File: config.mk
export PLATFORM = sky130hd
export DESIGN_NAME = alu_pipe
export DESIGN_NICKNAME = d
export VERILOG_FILES = /design/src/rtl/alu_pipe.sv
export SDC_FILE = /design/constraint.sdc
export NUM_CORES = 1
export LEC_CHECK = 0
export BUFFER_PORTS_ARGS = -buffer_cell sky130_fd_sc_hd__buf_4
export CELL_PAD_IN_SITES_DETAIL_PLACEMENT = 1
export CELL_PAD_IN_SITES_GLOBAL_PLACEMENT = 1
export CORE_MARGIN = 4
export CORE_UTILIZATION = 47
export DETAILED_ROUTE_END_ITERATION = 8
export HOLD_SLACK_MARGIN = 0.06
export PLACE_DENSITY = 0.84
export SLEW_MARGIN = 0
export SYNTH_ARGS = -nofsm -noshare
export SYNTH_HDL_FRONTEND = slang
export SYNTH_SLANG_ARGS = --single-unit
File: constraint.sdc
create_clock -name clk -period 3.5 [get_ports clk]
set_input_delay 0.525 -clock clk [delete_from_list [all_inputs] [get_ports clk]]
set_output_delay 0.525 -clock clk [all_outputs]
set_load 0.02 [all_outputs]
File: src/rtl/alu_pipe.sv
// Pipelined ALU with a one-cycle result register and an iterative shift-add multiplier.
// Valid/ready on both sides; MUL blocks new input until its product is in the output register.
module alu_pipe #(
  parameter int unsigned WIDTH = 8
) (
  input  logic             clk,
  input  logic             rst_n,
  input  logic             in_valid,
  output logic             in_ready,
  input  logic [WIDTH-1:0] a,
  input  logic [WIDTH-1:0] b,
  input  logic [2:0]       op,
  output logic             out_valid,
  input  logic             out_ready,
  output logic [WIDTH-1:0] result,
  output logic             flag_z,
  output logic             flag_n,
  output logic             flag_c,
  output logic             flag_v
);

  localparam int unsigned CW = (WIDTH > 2) ? $clog2(WIDTH) : 1;

  typedef enum logic [1:0] {
    IDLE,
    MUL_RUN,
    MUL_WAIT
  } state_t;

  typedef enum logic [2:0] {
    OP_ADD  = 3'b000,
    OP_SUB  = 3'b001,
    OP_AND  = 3'b010,
    OP_OR   = 3'b011,
    OP_XOR  = 3'b100,
    OP_NAND = 3'b101,
    OP_SLT  = 3'b110,
    OP_MUL  = 3'b111
  } op_t;

  state_t             state, state_nxt;
  logic [CW-1:0]      cnt;
  logic [2*WIDTH-1:0] mcand;
  logic [WIDTH-1:0]   mplier;
  logic [2*WIDTH-1:0] acc;
  logic [2*WIDTH-1:0] prod_nxt;
  logic [2*WIDTH-1:0] mul_prod;

  logic               out_free;
  logic               accept;
  logic               is_mul;
  logic               last_iter;
  logic               alu_load;
  logic               mul_load;

  logic [WIDTH:0]     sum;
  logic [WIDTH-1:0]   diff;
  logic [WIDTH-1:0]   alu_res;
  logic               alu_c;
  logic               alu_v;
  logic [WIDTH-1:0]   ld_res;
  logic               ld_c;
  logic               ld_v;

  assign out_free  = !out_valid || out_ready;
  assign is_mul    = (op_t'(op) == OP_MUL);
  assign accept    = in_valid && in_ready;
  assign alu_load  = accept && !is_mul;
  assign last_iter = (state == MUL_RUN) && (cnt == CW'(WIDTH - 1));

  // State register
  always_ff @(posedge clk or negedge rst_n) begin
    if (!rst_n) begin
      state <= IDLE;
    end else begin
      state <= state_nxt;
    end
  end

  // Next-state logic
  always_comb begin
    state_nxt = state;
    case (state)
      IDLE: begin
        if (accept && is_mul) state_nxt = MUL_RUN;
      end
      MUL_RUN: begin
        if (last_iter) state_nxt = out_free ? IDLE : MUL_WAIT;
      end
      MUL_WAIT: begin
        if (out_free) state_nxt = IDLE;
      end
      default: state_nxt = IDLE;
    endcase
  end

  // FSM outputs
  always_comb begin
    in_ready = 1'b0;
    mul_load = 1'b0;
    case (state)
      IDLE:     in_ready = rst_n && out_free;
      MUL_RUN:  mul_load = last_iter && out_free;
      MUL_WAIT: mul_load = out_free;
      default: begin
        in_ready = 1'b0;
        mul_load = 1'b0;
      end
    endcase
  end

  // One partial product per MUL_RUN cycle: multiplicand shifts up, multiplier shifts down
  assign prod_nxt = acc + (mplier[0] ? mcand : '0);
  assign mul_prod = (state == MUL_WAIT) ? acc : prod_nxt;

  always_ff @(posedge clk or negedge rst_n) begin
    if (!rst_n) begin
      cnt    <= '0;
      mcand  <= '0;
      mplier <= '0;
      acc    <= '0;
    end else begin
      case (state)
        IDLE: begin
          if (accept && is_mul) begin
            mcand  <= {{WIDTH{1'b0}}, a};
            mplier <= b;
            acc    <= '0;
            cnt    <= '0;
          end
        end
        MUL_RUN: begin
          acc    <= prod_nxt;
          mcand  <= mcand << 1;
          mplier <= mplier >> 1;
          cnt    <= last_iter ? '0 : cnt + 1'b1;
        end
        default: ;
      endcase
    end
  end

  assign sum  = {1'b0, a} + {1'b0, b};
  assign diff = a - b;

  always_comb begin
    alu_res = '0;
    alu_c   = 1'b0;
    alu_v   = 1'b0;
    case (op_t'(op))
      OP_ADD: begin
        alu_res = sum[WIDTH-1:0];
        alu_c   = sum[WIDTH];
        alu_v   = (a[WIDTH-1] == b[WIDTH-1]) && (sum[WIDTH-1] != a[WIDTH-1]);
      end
      OP_SUB: begin
        alu_res = diff;
        alu_c   = (a < b);
        alu_v   = (a[WIDTH-1] != b[WIDTH-1]) && (diff[WIDTH-1] != a[WIDTH-1]);
      end
      OP_AND:  alu_res = a & b;
      OP_OR:   alu_res = a | b;
      OP_XOR:  alu_res = a ^ b;
      OP_NAND: alu_res = ~(a & b);
      OP_SLT:  alu_res = {{(WIDTH-1){1'b0}}, ($signed(a) < $signed(b))};
      default: alu_res = '0;
    endcase
  end

  // alu_load only occurs in IDLE and mul_load never does, so the two never collide
  always_comb begin
    ld_res = alu_res;
    ld_c   = alu_c;
    ld_v   = alu_v;
    if (mul_load) begin
      ld_res = mul_prod[WIDTH-1:0];
      ld_c   = |mul_prod[2*WIDTH-1:WIDTH];
      ld_v   = 1'b0;
    end
  end

  always_ff @(posedge clk or negedge rst_n) begin
    if (!rst_n) begin
      out_valid <= 1'b0;
      result    <= '0;
      flag_z    <= 1'b0;
      flag_n    <= 1'b0;
      flag_c    <= 1'b0;
      flag_v    <= 1'b0;
    end else if (alu_load || mul_load) begin
      out_valid <= 1'b1;
      result    <= ld_res;
      flag_z    <= (ld_res == '0);
      flag_n    <= ld_res[WIDTH-1];
      flag_c    <= ld_c;
      flag_v    <= ld_v;
    end else if (out_ready) begin
      out_valid <= 1'b0;
    end
  end

endmodule
[Word level (Yosys, flattened, before mapping)]
Index checks and enable logic that the tools add are counted.
Word-level totals
  output and inout bits: 14
  register bits: 58
  bits in read-only memories: 0
  memories: 0
  bits in latches: 0
  RAM bits: 0
  word-level logic and storage cells: 84
Cells by class
  div/mod/pow operators: 0
  equality and inequality tests: 17
  bitwise gates (word level): 4
  $add $sub $neg: 4
  $lt $le $gt $ge: 2
  multiplexer cells: 26
  multiply operators: 0
  reduce and logical (&&, ||, !) cells: 20
  shift-type cells: 0
Operators with widths (count)
  $mux W16: 4
  $pmux W16 S2: 2
  $pmux W8 S7: 1
  $add A16 B16 Y16: 1
  $lt A8 B8 Y1: 2
  $mux W8: 2
  $pmux W8 S2: 1
  $eq A3 B3 Y1 const B: 5
  $add A8 B8 Y9: 1
  $and A8 B8 Y8: 1
  $logic_and A1 B1 Y1: 8
  $logic_not A8 Y1: 1
  $mux W2: 4
  $not A8 Y8: 1
  $or A8 B8 Y8: 1
  $reduce_or A8 Y1: 1
  $sub A8 B8 Y8: 1
  $xor A8 B8 Y8: 1
  $eq A3 B2 Y1 const B: 2
  $mux W3: 2
  $ne A2 B2 Y1 const B: 3
  $pmux W1 S2: 3
  $pmux W2 S3: 1
  $pmux W3 S2: 1
  14 further kinds: 23

[Longest topological paths before layout]
Gate-level depths: netlist of run 1.
  word-level depth: 8
  depth in mapped cells: 11
  mapped depth without buffers: 11

[Worst setup path before layout of run 1]
No wires, ideal clock.
  path kind: input port to flip-flop
  start point: in a[0]
  end point: reg flag_z
  library setup time: 0.092 ns
  setup slack: 0.625 ns
  cell stages on the path: 10
  path buffers: 0
  arrival: 2.784 ns
  path through: inv_1 ha_1 inv_1 fa_1 mux4_2 a221oi_2 a21o_1 o21ai_1 or4_1 o31ai_2
Between the ends
  word-level cells in the longest chain between the ends: 5
  elaborated cells between the ends (all ways): 10
  those cells by class: add/sub (2); order compare (1); mux (2); bitwise (4); reduce/logical (1)
RTL lines
  start, declared: RTL line 10  | input logic [WIDTH-1:0] a,
  parallel branches: the longest is 2 deep, another holds $sub A8 B8 Y8
  $pmux W8 S7 *: RTL line 150  | case (op_t'(op))
  $mux W8 *: RTL line 175  | if (mul_load) begin
  $logic_not A8 Y1 *: RTL line 193  | flag_z <= (ld_res == '0);
  end signal, assigned: RTL line 193
  end, declared: RTL line 16  | output logic flag_z,
Every way passes the cells marked *.
A chain may end at the register's enable or synchronous reset.

[Final worst setup path of run 1]
  start point: reg mplier[0]
  end point: reg flag_z
Between the ends
  word-level cells in the longest chain between the ends: 5
RTL lines
  start, declared: RTL line 44  | logic [WIDTH-1:0] mplier;
  start signal, assigned: RTL line 135  | mplier <= mplier >> 1;
  $mux W16: RTL line 113  | assign prod_nxt = acc + (mplier[0] ? mcand : '0);
  $add A16 B16 Y16: RTL line 113
  $mux W16: RTL line 114  | assign mul_prod = (state == MUL_WAIT) ? acc : prod_nxt;
  $mux W8: RTL line 175
  $logic_not A8 Y1: RTL line 193
Every way passes these cells.

==> summary.txt, run 1 <==
Layout
  – Antenna Cells: 0
  – Seq. cell area: 0.001426 mm^2
  – Share of cells above drive strength 1: 12.68%
  – Multi-input logic area: 0.003259 mm^2
  – Area Growth Syn to Fin: 11.79%
  – Filler instances: 1246
  – Fin util: between 50% and 60%
  – Nets: approximately 680

Setup path
  – Startpoint types: register
  – CP bufs+invs: 0
  – CP arrival: 3430 ps
  – Flop2flop setup slack: 320 ps
  – CP max-delay cell: or4_1
  – Crit end category: register
  – CP Data Required Time: 3750 ps
  – RR Endpoint: flag_z$_DFFE_PN0P_
  – CP delay by family, top: compound AO/OA/AOI/OAI gates
  – Critical path's largest stage delay: 550 ps
  – R2R cell count: 10
  – Critical-path cell list: and2_1 -> ha_1 -> fa_1 -> a211oi_1 -> o21ai_0 -> a21oi_1 -> mux2i_1 -> a32oi_1 -> or4_1 -> o31ai_2
  – CP max FO: 6
  – Reg2reg start: mplier[0]$_DFFE_PN0P_
  – CP Class: register to register

Floorplanning
  – Die area: approximately 0.012 mm^2
  – Die H: 110.8 um
  – DIE WIDTH: 110.8 um
  – Starting Density: between 40% and 50%
  – Rows: 37
  – Core area: 0.01032 mm^2
  – # IOs: 37

Min path
  – HP Class: primary input to asynchronous set/reset pin

Synth
  – Sequential fraction of the synthesis area: between 20% and 30%
  – FFs w/ async S/R, synth: between 90% and 100%
  – Synth warn: 0
  – Mapped cell area: 0.004966 mm^2
  – Post-synth EDFFs: 0
  – Syn_nets: 656
  – Post-Syn Area per Cell: about 8.5 um^2
  – Mapped Cells: around 590
  – Flops & latches, synth: 57
  – Most used DFF post-synth: dfrtp_1
  – Yosys cell types: 73

Route
  – Antenna viol nets, final: 0
  – DRT iter0 DRCs: 373
  – DR pass1 iterations: 4
  – Total Wirelength: 15.65 mm
  – Via/cell ratio: between 6 and 7
  – Routed wire length per instance: 20.84 um
  – DRC viols: 0
  – Via count: 4693

GRT
  – First-pass GRT wire length: ~26 mm
  – GRT overflow: 0
  – Initial antenna violation count: 0
  – Tot GR Track Use: 25.65%
  – Largest net degree at the start of global routing: 58
  – Vias in the first global route: roughly 4900

Timing
  – Slew @ Worst Pin: approximately 850 ps
  – Setup_tns: 0 ps
  – Min cycle time layout: ~3200 ps
  – Final hold vios: 0
  – Fin. max-slew vios: 0
  – Final Worst Setup Slack: 324.9 ps
  – Slew headroom: 42.93%
  – Final period util: 90.72%
  – Setup violations, final: 0
  – RSZ-0062 raised after global routing: no
  – Clk_skew: 14.41 ps
  – Fmax: between 300 and 400 MHz

Pwr
  – P_sw: around 1200 uW
  – Leakage: between 0.002 and 0.003 uW
  – Max IR drop VDD: approximately 0.00039 V
  – Comb power frac: 42.7%
  – Clock power frac: roughly 23%
  – PwrDens: 531.8 mW/mm^2
  – Pint: 1772 uW
  – Power share of the sequential group: 34.3%
  – Net Sw Frac: 39.96%

Clock network
  – Clk root buf: clkbuf_8
  – TritonCTS buffer count: 9
  – Clk slew on worst S/H paths: ~80 ps
  – Clk sinks: 57
  – CTS Hold Bufs: 0
  – H-tree depth: 3
  – CTS resizes: 0
  – Setup Buffers After CTS: 0
  – CTS tree: done
  – Skew-Pair Late Insertion Delay: 350 ps
  – Bufs on Longest Clock Path: 2

Placed design
  – Port Buffers: 36
  – Gp weighted congestion: 0.8814
  – DP HPWL: around 12 mm
  – Post-Place Setup Slack: approximately 230 ps

Status
  – Status: finished, final reports clean

Run
  – Max cap viols: 0
==> routing by layer <==
metal	up-vias	GRT usage (%)	wire length, um
met4	0	8.949	442
met1	2348	32.27	6805
met3	30	4.585	696
met2	122	44.13	7704
li1	2193	-	-
met5	-	0	0
==> stage by stage <==
step | cells | instance area [um^2] | hold WS (ps) | power (uW)
CTS | 751 | 5552 | 376.4 | 2968
finish | 751 | 5552 | 360.4 | 2952
global placement | 736 | 5344 | 463.6 | 2204
detailed placement | 736 | 5344 | 479.7 | 2269
global route | 751 | 5552 | 418.0 | 3144
floorplan | 586 | 4966 | 229.4 | 1831
==> registers in the layout, indices dropped and copies added (netlist names) <==
signal and cells:
result 8, acc 16, state 2, cnt 3
out_valid 1, flag_z 1, flag_c 1, mcand 16
flag_v 1, mplier 8
==> power groups by stage <==
stage | clock network [uW] | registers (uW) | logic [uW]
3_3_place_gp | 0 | 1010 | 1190
4_1_cts | 693 | 1010 | 1260
6_report | 680 | 1010 | 1260
5_1_grt | 723 | 1040 | 1380
3_5_place_dp | 0 | 1020 | 1250
2_1_floorplan | 0 | 1030 | 805
==> how the worst max path moves through the flow <==
stage	cells after the start	startpoint	to	slack [ps]
3_3_place_gp	10	b[0]	flag_z$_DFFE_PN0P_	330
6_report	10	mplier[0]$_DFFE_PN0P_	flag_z$_DFFE_PN0P_	320
4_1_cts	10	mplier[0]$_DFFE_PN0P_	flag_z$_DFFE_PN0P_	330
3_5_place_dp	10	b[0]	flag_z$_DFFE_PN0P_	230
2_1_floorplan	10	a[0]	flag_z$_DFFE_PN0P_	620
5_1_grt	10	mplier[0]$_DFFE_PN0P_	flag_z$_DFFE_PN0P_	150
==> cell type report <==
cell class,instances,area share (%)
sequential,57,25.69
clock buffer,9,2.231
inverter,38,2.569
multi-input combinational,459,58.71
timing repair buffer,46,6.220
clock inverter,6,1.510
tap,136,3.065
==> synth_stat cells, drive strengths merged, types with 11 or more instances <==
| library cell | n | area [um^2] |
|---|---|---|
| ha | 44 | 550.5 |
| nor2 | 40 | 152.6 |
| a21oi | 37 | 185.2 |
| mux2i | 20 | 200.2 |
| inv | 36 | 135.1 |
| nand2 | 48 | 182.7 |
| nor2b | 12 | 75.07 |
| a22o | 25 | 219.0 |
| nor3 | 11 | 55.05 |
| o21ai | 39 | 195.2 |
| and2 | 18 | 112.6 |
| dfrtp | 57 | 1426 |
| clkbuf | 22 | 82.58 |
| nand3 | 14 | 70.07 |
==> kinds of logic after synthesis <==
family	count (synthesis)	share of synthesized area (%)
and+or+nand+nor	186	19.07
AOI/OAI and AO/OA	183	25.37
buffers and inverters	70	5.870
DFF	57	28.72
adders and majority gates	47	12.30
muxes	27	5.845
xor gates and xnor gates	16	2.822
==> cell usage in the layout (no fill, tap or decap), drive strengths merged, types with 7 or more instances in the layout <==
| cell type | n |
|---|---|
| inv | 36 |
| dfrtp | 57 |
| ha | 44 |
| nand4 | 7 |
| xnor2 | 8 |
| o211ai | 10 |
| o21ai | 39 |
| nor3 | 11 |
| nand2b | 7 |
| clkbuf | 9 |
| nor2 | 40 |
| nand2 | 48 |
| xor2 | 8 |
| and2 | 18 |
| buf | 46 |
| a211oi | 8 |
| mux2i | 20 |
| a21o | 10 |
| a22o | 25 |
| a21oi | 37 |
| nand3 | 14 |
| and3 | 7 |
| nor2b | 12 |
| a31oi | 7 |
Note: power is estimated with default switching activity, not from simulation.
==> run 2, diff against run 1 <==
--- a/config.mk
+++ b/config.mk
@@ -13,4 +13,5 @@
 export DETAILED_ROUTE_END_ITERATION = 8
 export HOLD_SLACK_MARGIN = 0.06
+export MAX_ROUTING_LAYER = met4
 export PLACE_DENSITY = 0.84
 export SLEW_MARGIN = 0
==> constraint.sdc (replaced) <==
create_clock -name clk -period 3.5 [get_ports clk]
set_input_delay 0.175 -clock clk [delete_from_list [all_inputs] [get_ports clk]]
set_output_delay 0.175 -clock clk [all_outputs]
set_load 0.02 [all_outputs]
==> run 2 against run 1 <==
- clock power is 12% higher
- highest routed layer unchanged
- largest cell class unchanged
- via count decreased by 0.17%
- cell count increased by 0.27%
- non-clock buffer count grew 1
- largest power group unchanged
- setup slack improved by 33 ps
==> summary.txt, run 2 (synthesized netlist as in run 1, its figures left out) <==
Timing
  – Setup_tns: 0 ps
  – Clk_skew: 10.34 ps
  – Fmax: approximately 320 MHz
  – Slew @ Worst Pin: 753.6 ps
  – Min cycle time layout: between 3000 and 4000 ps
  – Slew headroom: 49.57%
  – Setup violations, final: 0
  – Final hold vios: 0
  – Final Worst Setup Slack: 358.4 ps
  – Fin. max-slew vios: 0
  – RSZ-0062 raised after global routing: no
  – Final period util: 89.76%

Placed design
  – Port Buffers: 36
  – Placed inst area: ~0.0053 mm^2
  – Post-Place Setup Slack: 418.0 ps
  – DP HPWL: 11.68 mm
  – Gp weighted congestion: 0.9342

GRT
  – First-pass GRT wire length: 25.41 mm
  – GRT overflow: 0
  – Tot GR Track Use: about a quarter
  – Initial antenna violation count: 0
  – Vias in the first global route: 4831
  – Largest net degree at the start of global routing: 58

Clock network
  – Bufs on Longest Clock Path: 2
  – CTS Hold Bufs: 1
  – Clk slew on worst S/H paths: 70 ps
  – Clk sinks: 57
  – CTS tree: done
  – TritonCTS buffer count: 9
  – Clk root buf: clkbuf_8
  – Skew-Pair Late Insertion Delay: between 300 and 400 ps
  – H-tree depth: 3
  – CTS resizes: 0
  – Setup Buffers After CTS: 0

Route
  – Antenna viol nets, final: 0
  – DRC viols: 0
  – Via count: approximately 4700
  – Total Wirelength: roughly 15 mm
  – Via/cell ratio: 6.222
  – DR pass1 iterations: 5
  – Routed wire length per instance: 20.55 um
  – DRT iter0 DRCs: 284

Run
  – Max cap viols: 0

Floorplanning
  – Core area: approximately 0.010 mm^2
  – # IOs: 37
  – Starting Density: 48.10%
  – Rows: 37
  – Die area: 0.01227 mm^2
  – Die H: 110.8 um
  – DIE WIDTH: 110.8 um

Pwr
  – Power share of the sequential group: 33.2%
  – P_sw: 1166 uW
  – Leakage: around 0.0026 uW
  – Comb power frac: 41.6%
  – Pint: 1854 uW
  – Max IR drop VDD: 0.0002864 V
  – Clock power frac: 25.2%
  – PwrDens: 540.4 mW/mm^2
  – Net Sw Frac: 38.61%

Status
  – Status: finished, final reports clean

Setup path
  – CP arrival: 3390 ps
  – CP Class: register to register
  – Crit end category: register
  – CP Data Required Time: ~3800 ps
  – CP max FO: 4
  – Startpoint types: register

Layout
  – Antenna Cells: 0
  – Most frequent cells in the layout: dfrtp_1 (57), nand2_1 (47), buf_4 (46)
  – Area Growth Syn to Fin: 12.55%
  – Post-route cell area: approximately 0.0056 mm^2
  – Share of cells above drive strength 1: 12.48%
  – Most common cell after layout, fill and taps aside: dfrtp_1
  – Largest regs: acc x16, mcand x16
  – Nets: between 600 and 700

Min path
  – HP Class: primary input to register
[run 2: metal layers]
layer  GRT usage [%]  wire (um)
met1           33.40       6809
met2           42.03       7598
met3           4.039        699
met4           7.882        369
met5               -          0
[run 2: layout make-up]
type                    instances  area, um^2
clock buffers                  11       131.4
clock inverters                 5       103.9
well taps                     136       170.2
multi-input cells             459        3259
repair buffers                 47       355.3
inverters                      38       142.6
fillers                      1256        4735
flip-flops and latches         57        1426
[run 2: critical path: stages, from the launching register on]
cell,delay [ps]
dfrtp_1,400
and2_1,150
ha_1,220
fa_1,450
a211oi_1,290
o21ai_0,140
a21oi_1,300
mux2i_1,230
a32oi_1,90
or4_1,560
o31ai_2,220
[run 2: path summary, 6_finish.rpt]
kind	from	to	slack, ps	cells after the start
max in group asynchronous	rst_n	result[4]$_DFFE_PN0P_	2420	3
min in group asynchronous	rst_n	acc[11]$_DFFE_PN0P_	570	3
min reg2reg	mplier[3]$_DFFE_PN0P_	mplier[3]$_DFFE_PN0P_	490	2
max	mcand[0]$_DFFE_PN0P_	flag_z$_DFFE_PN0P_	360	10
max reg2reg	mcand[0]$_DFFE_PN0P_	flag_z$_DFFE_PN0P_	360	10
min	out_ready	out_valid$_DFFE_PN0P_	150	3
[run 2: through the flow]
stage                     cells  hold slack, ps  power, uW  util, %
after floorplan             586          -120.6       1831        -
after global placement      736           401.1       2197    51.76
after detailed placement    736           416.9       2262    51.76
after CTS                   753           163.4       3034    54.14
after global routing        753           198.0       3226    54.14
final                       753           154.7       3020    54.14
[run 2: power by group through the flow]
| stage | sequential [uW] | combinational (uW) | clock, uW |
|---|---|---|---|
| after global routing | 1030 | 1390 | 809 |
| after detailed placement | 1020 | 1240 | 0 |
| after global placement | 1000 | 1190 | 0 |
| after CTS | 1000 | 1260 | 771 |
| after floorplan | 1030 | 805 | 0 |
| final | 1000 | 1260 | 760 |
==> run 3, diff against run 2 <==
- RECOVER_POWER: default -> 50
==> run 3 against run 2 <==
- first-iteration DRC count grew 6.7%
- via count shrank 0.26%
- clock skew is essentially flat
- setup slack lost 3.9 ps
- power shrank 1.5%
- largest power group unchanged
- wire length is essentially flat
- core utilization shrank 0.53 points
- worst hold slack gained 1.8 ps
==> summary.txt, run 3 (synthesized netlist as in run 1, its figures left out) <==
Status
  – Status: finished, final reports clean

Timing
  – Clk_skew: 10.70 ps
  – Setup violations, final: 0
  – Final hold vios: 0
  – Setup_tns: 0 ps
  – Min cycle time layout: 3146 ps
  – Fin. max-slew vios: 0
  – Final period util: 89.87%
  – Slew headroom: 1.933%
  – RSZ-0062 raised after global routing: no
  – Fmax: 317.9 MHz
  – Final Worst Setup Slack: 354.5 ps
  – Slew @ Worst Pin: approximately 1500 ps

Setup path
  – Reg2reg start: mcand[0]$_DFFE_PN0P_
  – Flop2flop setup slack: 350 ps
  – CP Data Required Time: between 3000 and 4000 ps
  – CP arrival: 3400 ps
  – R2R cell count: 10
  – Startpoint types: register
  – CP startpoint: mcand[0]$_DFFE_PN0P_
  – CP Class: register to register
  – Crit end category: register
  – RR Endpoint: flag_z$_DFFE_PN0P_
  – Setup crit end: flag_z$_DFFE_PN0P_
  – CP max FO: 4

Route
  – Routed wire length per instance: just over 20 um
  – DR pass1 iterations: 4
  – Via/cell ratio: approximately 6.2
  – DRT iter0 DRCs: approximately 300
  – Antenna viol nets, final: 0
  – Total Wirelength: 15.46 mm
  – Via count: 4673
  – DRC viols: 0

Layout
  – Antenna Cells: 0
  – Fin util: a little over half
  – Multi-input logic area: 0.003259 mm^2
  – Nets: between 600 and 700
  – Largest regs: acc x16, mcand x16
  – Share of cells above drive strength 1: 10.21%
  – Post-Layout Cell Count: 753
  – Most common cell after layout, fill and taps aside: dfrtp_1
  – Filler instances: ~1300
  – Post-route cell area: 0.005534 mm^2
  – Seq. cell area: 0.001426 mm^2
  – Area Growth Syn to Fin: 11.44%
  – Most frequent cells in the layout: dfrtp_1 (57), nand2_1 (47), ha_1 (44)

Clock network
  – TritonCTS buffer count: 9
  – CTS tree: done
  – Bufs on Longest Clock Path: 2
  – CTS resizes: 0
  – Clk root buf: clkbuf_8
  – Clk slew on worst S/H paths: 70 ps
  – Clk sinks: 57
  – H-tree depth: 3
  – Setup Buffers After CTS: 0
  – Skew-Pair Late Insertion Delay: 340 ps

Pwr
  – Max IR drop VDD: ~0.00029 V
  – Leakage: roughly 0.0026 uW
  – PwrDens: around 540 mW/mm^2

Floorplanning
  – Die area: 0.01227 mm^2
  – Core area: 0.01032 mm^2
  – DIE WIDTH: 110.8 um
  – Rows: 37
  – # IOs: 37
  – Starting Density: 48.10%
  – Die H: 110.8 um

Min path
  – Worst hold path startpoint: out_ready
  – HP Class: primary input to register
  – Hold path depth: 3

Placed design
  – Port Buffers: 36
  – Dpl cells: 736
  – Gp weighted congestion: 0.9342
  – Post-Place Setup Slack: 418.0 ps
  – DP HPWL: 11.68 mm
  – Placed inst area: around 0.0053 mm^2

Run
  – Max cap viols: 0

GRT
  – Vias in the first global route: 4831
  – GRT overflow: 0
  – First-pass GRT wire length: 25.41 mm
  – Tot GR Track Use: 25.87%
  – Largest net degree at the start of global routing: 58
  – Initial antenna violation count: 0
-- run 3: changes by cell type in the layout (fill, tap and decap cells not counted) --
cell / previous run / this run
buf_4: 46 / 31
clkbuf_1: 2 / 16
clkbuf_2: 0 / 1
-- run 3: layout make-up --
type | count | share of cell area (%)
inverters | 38 | 2.577
clock buffers | 11 | 2.374
flip-flops and latches | 57 | 25.77
clock inverters | 5 | 1.877
repair buffers | 47 | 5.426
multi-input cells | 459 | 58.90
well taps | 136 | 3.075
-- run 3: worst max-delay path, stage by stage, from the launching register on --
cell and delay, ps:
dfrtp_1 400, and2_1 150, ha_1 220, fa_1 450, a211oi_1 290, o21ai_0 140, a21oi_1 300, mux2i_1 240
a32oi_1 90, or4_1 560, o31ai_2 220
-- run 3: repair_timing --
action / 4_1_cts / 5_1_grt
hold buffers: 1 / 0
setup endpoints to repair: 0 / 0
hold endpoints to repair: 40 / 0
-- run 3: per-layer routing --
metal / track usage, % / part of all wire, % / vias up
li1: - / - / 2194
met1: 33.40 / 45 / 2335
met2: 42.03 / 49 / 115
met3: 4.039 / 3.9 / 29
met4: 7.882 / 2.5 / 0
met5: - / 0 / -
-- run 3: power by group --
group / leakage, uW / internal, uW / switching (uW)
sequential: 0.000747 / 852 / 150
combinational: 0.00172 / 484 / 728
clock: 0.000118 / 474 / 287
total: 0.00258 / 1810 / 1170
-- run 3: worst min path at each step --
stage	to	slack, ps
3_5_place_dp	acc[11]$_DFFE_PN0P_	420
5_1_grt	out_valid$_DFFE_PN0P_	200
3_3_place_gp	acc[11]$_DFFE_PN0P_	400
2_1_floorplan	acc[0]$_DFFE_PN0P_	-120
6_report	out_valid$_DFFE_PN0P_	160
4_1_cts	out_valid$_DFFE_PN0P_	160
-- run 3: per-stage QoR --
step	power [uW]	hold WS, ps
2_1_floorplan	1831	-120.6
3_3_place_gp	2197	401.1
3_5_place_dp	2262	416.9
4_1_cts	3034	163.4
5_1_grt	3180	198.0
6_report	2975	156.6
